--- config.mk ---
export PLATFORM = sky130hd
export DESIGN_NAME = seg7_scan_driver
export DESIGN_NICKNAME = d
export VERILOG_FILES = /design/src/rtl/seg7_scan_driver.sv
export SDC_FILE = /design/constraint.sdc
export NUM_CORES = 1
export LEC_CHECK = 0
export CAP_MARGIN = 15
export CORE_MARGIN = 2
export CORE_UTILIZATION = 53
export DETAILED_ROUTE_END_ITERATION = 16
export PLACE_DENSITY = 0.79
export RECOVER_POWER = 25
export SLEW_MARGIN = 40
export SYNTH_ARGS = -nofsm -noshare
export SYNTH_HDL_FRONTEND = slang
export SYNTH_SLANG_ARGS = --single-unit
--- constraint.sdc ---
create_clock -name clk -period 2.1 [get_ports clk]
set_clock_uncertainty 0.1 [all_clocks]
set_input_delay 0.21 -clock clk [delete_from_list [all_inputs] [get_ports clk]]
set_output_delay 0.21 -clock clk [all_outputs]
set_load 0.01 [all_outputs]
--- src/rtl/seg7_scan_driver.sv ---
// Multiplexed 4-digit active-low 7-segment driver with per-frame code latch and dead time.
// Optional LEADING_ZERO_BLANK_EN: blanks leading zeros of hundreds/tens when the frame is latched.
module seg7_scan_driver #(
    parameter int unsigned REFRESH_DIV = 100000,
    parameter int unsigned DEAD_CYCLES = 16,
    parameter logic [6:0]  ZERO_CODE   = 7'b1000000
) (
    input  logic        clk,
    input  logic        rst_n,
    input  logic [27:0] code,
    output logic [6:0]  seg,
    output logic [3:0]  an,
    output logic        frame_tick
);

    localparam int unsigned CNT_W = (REFRESH_DIV > 1) ? $clog2(REFRESH_DIV) : 1;
    localparam logic [CNT_W-1:0] SLOT_LAST = CNT_W'(REFRESH_DIV - 1);
    localparam logic [CNT_W-1:0] DEAD_END  = CNT_W'(DEAD_CYCLES);

    logic [CNT_W-1:0] slot_cnt_q, slot_cnt_d;
    logic [1:0]       digit_idx_q, digit_idx_d;
    logic [27:0]      shadow_q, shadow_d;
    logic             first_q;
    logic [6:0]       seg_d;
    logic [3:0]       an_d;
    logic             tick_d;
    logic             slot_wrap;
    logic             frame_start;

    function automatic logic [27:0] frame_code(input logic [27:0] c);
        logic [27:0] r;
        r = c;
`ifdef LEADING_ZERO_BLANK_EN
        if (c[20:14] == ZERO_CODE) begin
            r[20:14] = 7'h7F;
            if (c[13:7] == ZERO_CODE) begin
                r[13:7] = 7'h7F;
            end
        end
`endif
        return r;
    endfunction

    assign slot_wrap   = (slot_cnt_q == SLOT_LAST);
    assign frame_start = first_q || (slot_wrap && (digit_idx_q == 2'd3));

    always_comb begin
        slot_cnt_d  = slot_cnt_q;
        digit_idx_d = digit_idx_q;
        shadow_d    = shadow_q;
        tick_d      = 1'b0;
        seg_d       = 7'h7F;
        an_d        = 4'hF;

        // The first cycle after reset release is itself a frame boundary; hold the
        // counters there so the new frame starts at slot 0 of digit 0.
        if (first_q) begin
            slot_cnt_d  = '0;
            digit_idx_d = 2'd0;
        end else if (slot_wrap) begin
            slot_cnt_d  = '0;
            digit_idx_d = digit_idx_q + 2'd1;
        end else begin
            slot_cnt_d = slot_cnt_q + 1'b1;
        end

        if (frame_start) begin
            shadow_d = frame_code(code);
            tick_d   = 1'b1;
        end

        if (slot_cnt_q >= DEAD_END) begin
            unique case (digit_idx_q)
                2'd0: begin an_d = 4'b1110; seg_d = shadow_q[6:0];   end
                2'd1: begin an_d = 4'b1101; seg_d = shadow_q[13:7];  end
                2'd2: begin an_d = 4'b1011; seg_d = shadow_q[20:14]; end
                2'd3: begin an_d = 4'b0111; seg_d = shadow_q[27:21]; end
                default: begin an_d = 4'hF; seg_d = 7'h7F; end
            endcase
        end
    end

    always_ff @(posedge clk) begin
        if (!rst_n) begin
            slot_cnt_q  <= '0;
            digit_idx_q <= 2'd0;
            shadow_q    <= 28'hFFFFFFF;
            first_q     <= 1'b1;
            seg         <= 7'h7F;
            an          <= 4'hF;
            frame_tick  <= 1'b0;
        end else begin
            slot_cnt_q  <= slot_cnt_d;
            digit_idx_q <= digit_idx_d;
            shadow_q    <= shadow_d;
            first_q     <= 1'b0;
            seg         <= seg_d;
            an          <= an_d;
            frame_tick  <= tick_d;
        end
    end

endmodule

**Word-level counts from Yosys, hierarchy flattened**

Cells that the tools add are included.

- Memory bits (read-only): 0
- Output and inout port bits: 12
- Flip-flop bits (word level): 60
- Memories: 0
- Input port bits: 30
- Bits in writable memories: 0
- Latch bits: 0

- $lt $le $gt $ge: 1
- Reductions and logical operators: 6
- Multiplexer cells: 4
- Eq/ne operators: 4
- Bitwise gates (word level): 1
- Multipliers: 0
- Add/sub/neg operators: 2
- Shifts and indexed selects: 0
- Div/mod/pow operators: 0

Operator list:

| cell | count |
|---|---|
| $pmux 7 s4 | 1 |
| $add 17x1->17 const B | 1 |
| $eq 17x17->1 const B | 1 |
| $ge 17x5->1 const B | 1 |
| $pmux 4 s4 | 1 |
| $eq 2x2->1 const B | 2 |
| $reduce_or 3->1 | 1 |
| $add 2x1->2 const B | 1 |
| $eq 2x1->1 const B | 1 |
| $logic_not 2->1 | 1 |
| $mux 1 | 2 |
| $reduce_and 2->1 | 1 |
| $reduce_or 2->1 | 1 |
| $logic_and 1x1->1 | 1 |
| $logic_or 1x1->1 | 1 |
| $not 1->1 | 1 |

**Logic depth before layout (Yosys ltp)**

Gate-level depths: netlist of run 1.

- Depth in word-level cells: 4
- Mapped depth: 7
- Gate-level depth less buffers: 6

**Worst setup path before layout of run 1**

No wires, ideal clock.

- Path type: register to register
- Start: reg slot_cnt_q[0]
- End: reg shadow_q[10]
- Stages on the path, launching flop included: 8
- Setup slack: 191 ps
- Path buffers: 2
- Data required time: 1,859 ps
- Data arrival time: 1,667 ps
- Setup time: 141 ps
- Clock period less this slack: 1,909 ps
- Path through: dfxtp_1 > ha_1 > nand4_1 > or3_1 > buf_2 > buf_2 > o211ai_1 > o211ai_1

- Longest elaborated chain between the ends: 3

Ends and longest elaborated chain:

| item | line | RTL |
|---|---|---|
| from (decl) | 20 | `logic [CNT_W-1:0] slot_cnt_q, slot_cnt_d;` |
| from (signal assigned) | 93 | `slot_cnt_q <= slot_cnt_d;` |
| $eq 17x17->1 | 44 | `assign slot_wrap = (slot_cnt_q == SLOT_LAST);` |
| $logic_and 1x1->1 | 45 | `assign frame_start = first_q \|\| (slot_wrap && (digit_idx_q == 2'd3));` |
| $logic_or 1x1->1 | 45 |  |
| to (signal assigned) | 95 | `shadow_q <= shadow_d;` |
| to (decl) | 22 | `logic [27:0] shadow_q, shadow_d;` |

No other way between the ends.
A chain may end at the register's enable or synchronous reset.

**Worst setup path in the final report of run 1**

- Start: reg slot_cnt_q[8]
- End: reg shadow_q[9]

Same word-level chain as after synthesis.

==> results.md, run 1 <==
* Clock sink count at 60
* Post-CTS Setup Bufs at 0
* CTS clk-pin slew, worst paths at about 0.060 ns
* Post-DP HPWL at roughly 3700 um
* Pleak at ~0.0011 uW
* Stages on the worst setup path at 5
* Die Span Y at roughly 74 um
* Vias in the first global route at roughly 2000
* Synthesis-to-layout area growth at 25.5%
* Placed cell area at around 0.003 mm2
* Crit path max fanout at 20
* CP peak stage delay at 0.45 ns
* Most common cell in the synthesized netlist: dfxtp_1
* Slew margin rel. at 0.406
* Cells after Synth at between 200 and 300
* Post-synth ARST share at 0
* IO buf count at slightly above 40
* First-pass GRT wire length at around 9300 um
* CP Launch Type: register
* Final Cell Area at ~0.0033 mm2
* Synth top area share at 0.462
* Number of buffers created by CTS at 9
* Post-layout net count at ~380
* Via Count at 2281
* Max-Cap Viols at 0
* # diodes at 0
* Hold Path Class: in -> reg
* DRC at 0
* Post-layout util at 0.691
* Seq/Total Area, Yosys at 0.462
* Post-Route Setup TNS at 0 ns
* EDFF count, synth at 0
* Period utilization at 0.938
* Max VDD drop at roughly 420 uV
* R2R cell count at 5
* Antenna violations before repair at 0
* Drt first pass iters at 4
* FP Rows at 25
* Syn_nets at roughly 340
* Worst slew pin tran at roughly 0.89 ns
* Clock Latency Late Sink at approximately 0.33 ns
* Layout cell share with drive strength beyond 1 at 0.0901
* Fin crit period at roughly 2 ns
* Max Root-Sink Buffers at 2
* Critical path's top delay family: simple AND/OR/NAND/NOR gates
* Full die area at between 0.005 and 0.006 mm2
* Routability cong. at about 0.83
* Post-CTS Hold Fix Bufs at 0
* Post-layout worst setup margin at roughly 0.13 ns
* Post-synth top cells: dfxtp_1, o211ai_1, inv_1
* Maximum level of the CTS H-tree at 3
* Pre-CTS WS at 0.172 ns
* Ys flop type: dfxtp_1
* Post-CTS resize count at 0
* GRT Total Usage at 0.223
* CTS root buf: clkbuf_8
* Worst Hold Depth at 3
* Crit. End Element: register
* DRT iter0 DRCs at ~200
* Synth Area per Inst at roughly 8.7 um2
* Cell taking the most area after synthesis: dfxtp_1
* Mapped cell area at 0.00260 mm2
* Initial core utilization at 0.550
* Status: completed
* Post-synth cell types at 29
* WP data required at ~2.3 ns
* Drt via density at ~5.5
* Core ar. at 0.00472 mm2
* Crit-path cells: nor4_1 -> and2_0 -> a31oi_2 -> buf_4 -> o211ai_1
* Final wirelength at 5590 um
* RSZ-0062 raised after global routing: false
* Crit path kind: reg -> reg
* Final hold vios at 0
* CTS tree: yes
* Antenna-violating nets left at 0
* Fmax at 0.508 GHz
* WL/cell at between 10 and 15 um
* WP buf/inv at 1
* Top post-synthesis cells by area: dfxtp_1, o211ai_1, inv_1, nand2_1, xnor2_1
* Slew Viols, Final at 0
* # IOs at 42
* Pin count of the biggest net entering global routing at 29
* Final setup viols at 0
* #FFs+latches synth at 60
* Slowest stage cell, crit path: nor4_1
* YS warnings at 0
* CP arrival at about 2.1 ns
* PwrDens at between 600 and 700 mW/mm2
* Die X at 74.0 um
* Gr ovfl total at 0
## path summary, 6_finish.rpt
kind,start,slack [ns],endpoint
min reg2reg,shadow_q[4]$_SDFFE_PN1P_,0.39,seg[4]$_SDFF_PN1_
max,slot_cnt_q[8]$_SDFF_PP0_,0.13,shadow_q[9]$_SDFFE_PN1P_
max reg2reg,slot_cnt_q[8]$_SDFF_PP0_,0.13,shadow_q[9]$_SDFFE_PN1P_
min,code[26],0.36,shadow_q[26]$_SDFFE_PN1P_
## flip-flops by register name, indices dropped and copies added (netlist names)
signal and cells:
seg 7, an 4, frame_tick 1, slot_cnt_q 17
digit_idx_q 2, shadow_q 28, first_q 1
## layout make-up
cell class,instances,area [um2]
Clock buffer,13,159
Clock inverter,2,10.0
Fill cell,368,1460
Inverter,38,143
Multi-Input combinational cell,180,1180
Sequential cell,60,1200
Tap cell,67,83.8
Timing Repair Buffer,51,485
## logic make-up (layout without fill, tap and decap cells)
group / count (synthesis) / count (layout) / share of synthesized area
flip-flops: 60 / 60 / 0.462
XOR/XNOR: 12 / 12 / 0.0404
AND/OR/NAND/NOR: 79 / 79 / 0.148
AO/OA/AOI/OAI: 83 / 83 / 0.233
adder cells (fa/ha/maj): 6 / 6 / 0.0289
buffers and inverters: 59 / 104 / 0.0881
## worst reg2reg max path, delay by kind of cell, from the launching register on
family | cells | cell delay (ns)
AOI/OAI and AO/OA | 2 | 0.40
buffers and inverters | 1 | 0.27
DFF | 1 | 0.37
and+or+nand+nor | 2 | 0.76
## where the power goes
group / switching [uW] / internal [uW] / leakage, uW
Sequential: 23.5 / 1180 / 0.000493
Clock: 408 / 482 / 0.0000893
Combinational: 71.7 / 93.8 / 0.000561
## metrics by stage
stage,hold slack [ns],total power (uW),std cells
2_1_floorplan,0.199,1310,299
3_3_place_gp,0.371,1390,396
3_5_place_dp,0.380,1390,396
4_1_cts,0.351,2270,411
5_1_grt,0.388,2330,411
6_report,0.356,2260,411
## cell usage in the layout, fill, tap and decap left out, drive strengths merged
cell type      instances
xor2                   3
clkinv                 2
nand3                 11
o21ai                 10
and2                   1
nor4                   5
or4                    1
clkbuf                13
buf                   10
dfxtp                 60
and4                   1
o211ai                56
nand4                  5
dlygate4sd3           13
nor2                  19
nand2                 26
a21oi                  5
o21bai                 1
ha                     6
a222oi                 7
xnor2                  9
and3                   1
a31o                   1
a31oi                  2
inv                   38
o31ai                  1
clkdlybuf4s50         28
or3                    3
nor3                   6
## routing by layer
layer	vias up	share of wire	global-route usage
met5	-	0	0
met4	0	0.022	0.113
met3	14	0.065	0.0407
met2	82	0.42	0.302
met1	1038	0.49	0.335
li1	1147	-	-
(Power assumes the default switching activity.)
==> run 2, diff against run 1 <==
Settings changed: ABC_AREA from default to 1, GPL_TIMING_DRIVEN from default to 0.
==> results.md, run 2 <==
* Status: completed
* Cell taking the most area after synthesis: dfxtp_1
* Post-CTS Hold Fix Bufs at 0
* Reg-to-Reg Start: slot_cnt_q[0]$_SDFF_PP0_
* Layout cell share with drive strength beyond 1 at 0.119
* Clock sink count at 60
* Post-synth top cells: nand2_1, nand3_1, dfxtp_1
* Ys flop type: dfxtp_1
* Crit path max fanout at 10
* Most frequent cells in the layout: nand2_1, nand3_1, dfxtp_1
* Via Count at roughly 2400
* Hold slack final at between 0.3 and 0.4 ns
* Multi-input logic area at 0.00125 mm2
* Antenna-violating nets left at 0
* CP arrival at 1.87 ns
* Post-CTS resize count at 0
* Die X at around 75 um
* Slew margin rel. at 0.634
* Number of buffers created by CTS at 9
* FP Rows at 25
* CP Launch Type: register
* Pleak at around 0.0014 uW
* IO buf count at between 40 and 50
* Full die area at around 0.0056 mm2
* EDFF count, synth at 0
* Post-CTS Setup Bufs at 0
* #FFs+latches synth at 60
* Mapped cell area at approximately 0.0027 mm2
* First-pass GRT wire length at roughly 9800 um
* Drt first pass iters at 4
* Max VDD drop at 619 uV
* Post-synth ARST share at 0
* CTS clk-pin slew, worst paths at 0.07 ns
* YS warnings at 0
* DRT iter0 DRCs at 160
* Syn_nets at around 380
* Slew Viols, Final at 0
* GRT Total Usage at 0.236
* Max Root-Sink Buffers at 2
* Vias in the first global route at 2197
* Fin crit period at between 1.5 and 2 ns
* Routability cong. at approximately 0.86
* # diodes at 0
* Worst slew pin tran at 0.548 ns
* CTS root buf: clkbuf_8
* Post-DP HPWL at 4240 um
* Top Metal Used: met4
* Fmax at about 0.58 GHz
* Largest registers: shadow_q: 28 flops, slot_cnt_q: 17 flops, seg: 7 flops
* Top post-synthesis cells by area: dfxtp_1, nand2_1, nand3_1, nand3_2, inv_1
* Die Span Y at 74.8 um
* Drt via density at 5.10
* Post-Route Setup TNS at 0 ns
* RSZ-0062 raised after global routing: false
* WP data required at 2.23 ns
* Maximum level of the CTS H-tree at 3
* Most common cell after layout, fill and taps aside: nand2_1
* Cells after Synth at 339
* Pin count of the biggest net entering global routing at 11
* Wl on met1 at approximately 2800 um
* Hold path start: code[3]
* Antenna violations before repair at 0
* Routed wl met3 at slightly above 400 um
* Core ar. at roughly 0.0048 mm2
* Hold Path Class: in -> reg
* Seq/Total Area, Yosys at 0.453
* Initial core utilization at 0.555
* CP startpoint: slot_cnt_q[0]$_SDFF_PP0_
* # IOs at 42
* Largest Register: shadow_q
* WL/cell at 13.0 um
* Synth Area per Inst at 7.83 um2
* WL met2 at 2780 um
* Post-synth cell types at 28
* Post-layout net count at approximately 430
* Synth top area share at 0.453
* CTS tree: yes
* Clock Latency Late Sink at 0.34 ns
* PwrDens at 788 mW/mm2
* Largest register FFs at 28
* Most common cell in the synthesized netlist: nand2_1
* Final hold vios at 0
* Crit path kind: reg -> reg
* Fillcell total at between 300 and 400
* Period utilization at 0.828
* Synthesis-to-layout area growth at 28.0%
* DRC at 0
* Final setup viols at 0
* FF+latch area at ~0.0012 mm2
* Max-Cap Viols at 0
* Crit. End Element: register
* Final wirelength at ~6000 um
* Gr ovfl total at 0
run 2: where the power goes:
| part | internal [uW] | switching [uW] |
|---|---|---|
| clock | 852 | 450 |
| combinational | 94.9 | 77.1 |
| sequential | 1180 | 24.3 |
run 2: layout make-up:
type / count / share of cell area
plain buffers: 17 / 0.0302
flip-flops and latches: 60 / 0.354
inverters: 27 / 0.0298
well taps: 67 / 0.0247
multi-input cells: 235 / 0.367
repair buffers: 41 / 0.121
clock inverters: 4 / 0.0280
clock buffers: 12 / 0.0457
run 2: logic make-up (layout without fill, tap and decap cells):
logic type	count (synthesis)	in the layout	share of synthesized area
flip-flops	60	60	0.453
adder cells (fa/ha/maj)	6	6	0.0283
AND/OR/NAND/NOR	203	203	0.373
buffers and inverters	44	101	0.0773
AO/OA/AOI/OAI	15	15	0.0288
XOR/XNOR	4	4	0.0132
multiplexers	7	7	0.0264
run 2: through the flow:
stage,setup WS [ns],total power (uW),cell area (um2),utilization,cells
2_1_floorplan,0.542,1320,2650,-,339
5_1_grt,0.186,2750,3400,0.710,463
4_1_cts,0.359,2690,3400,0.710,463
3_5_place_dp,0.261,1400,3150,0.658,447
3_3_place_gp,0.261,1390,3150,0.658,447
6_report,0.362,2680,3400,0.710,463
run 2: worst paths after layout:
check / endpoint / slack, ns / depth (start not counted)
setup reg to reg: slot_cnt_q[15]$_SDFF_PP0_ / 0.36 / 9
hold reg to reg: slot_cnt_q[0]$_SDFF_PP0_ / 0.37 / 1
hold / removal: shadow_q[3]$_SDFFE_PN1P_ / 0.33 / 3
setup / recovery: slot_cnt_q[15]$_SDFF_PP0_ / 0.36 / 9
run 2: worst max-delay path: stages, from the launching register on:
cell     delay (ns)
dfxtp_1        0.37
ha_1           0.18
nand2_1        0.07
inv_2          0.07
nand2_2        0.08
inv_1          0.12
nand3_1        0.19
nand2_2        0.22
buf_6          0.18
a21oi_1        0.05
run 2: metal layers:
metal,up-vias,global-route usage
li1,1204,-
met1,1074,0.313
met2,77,0.369
met3,5,0.0683
met4,0,0.0853
met5,-,0
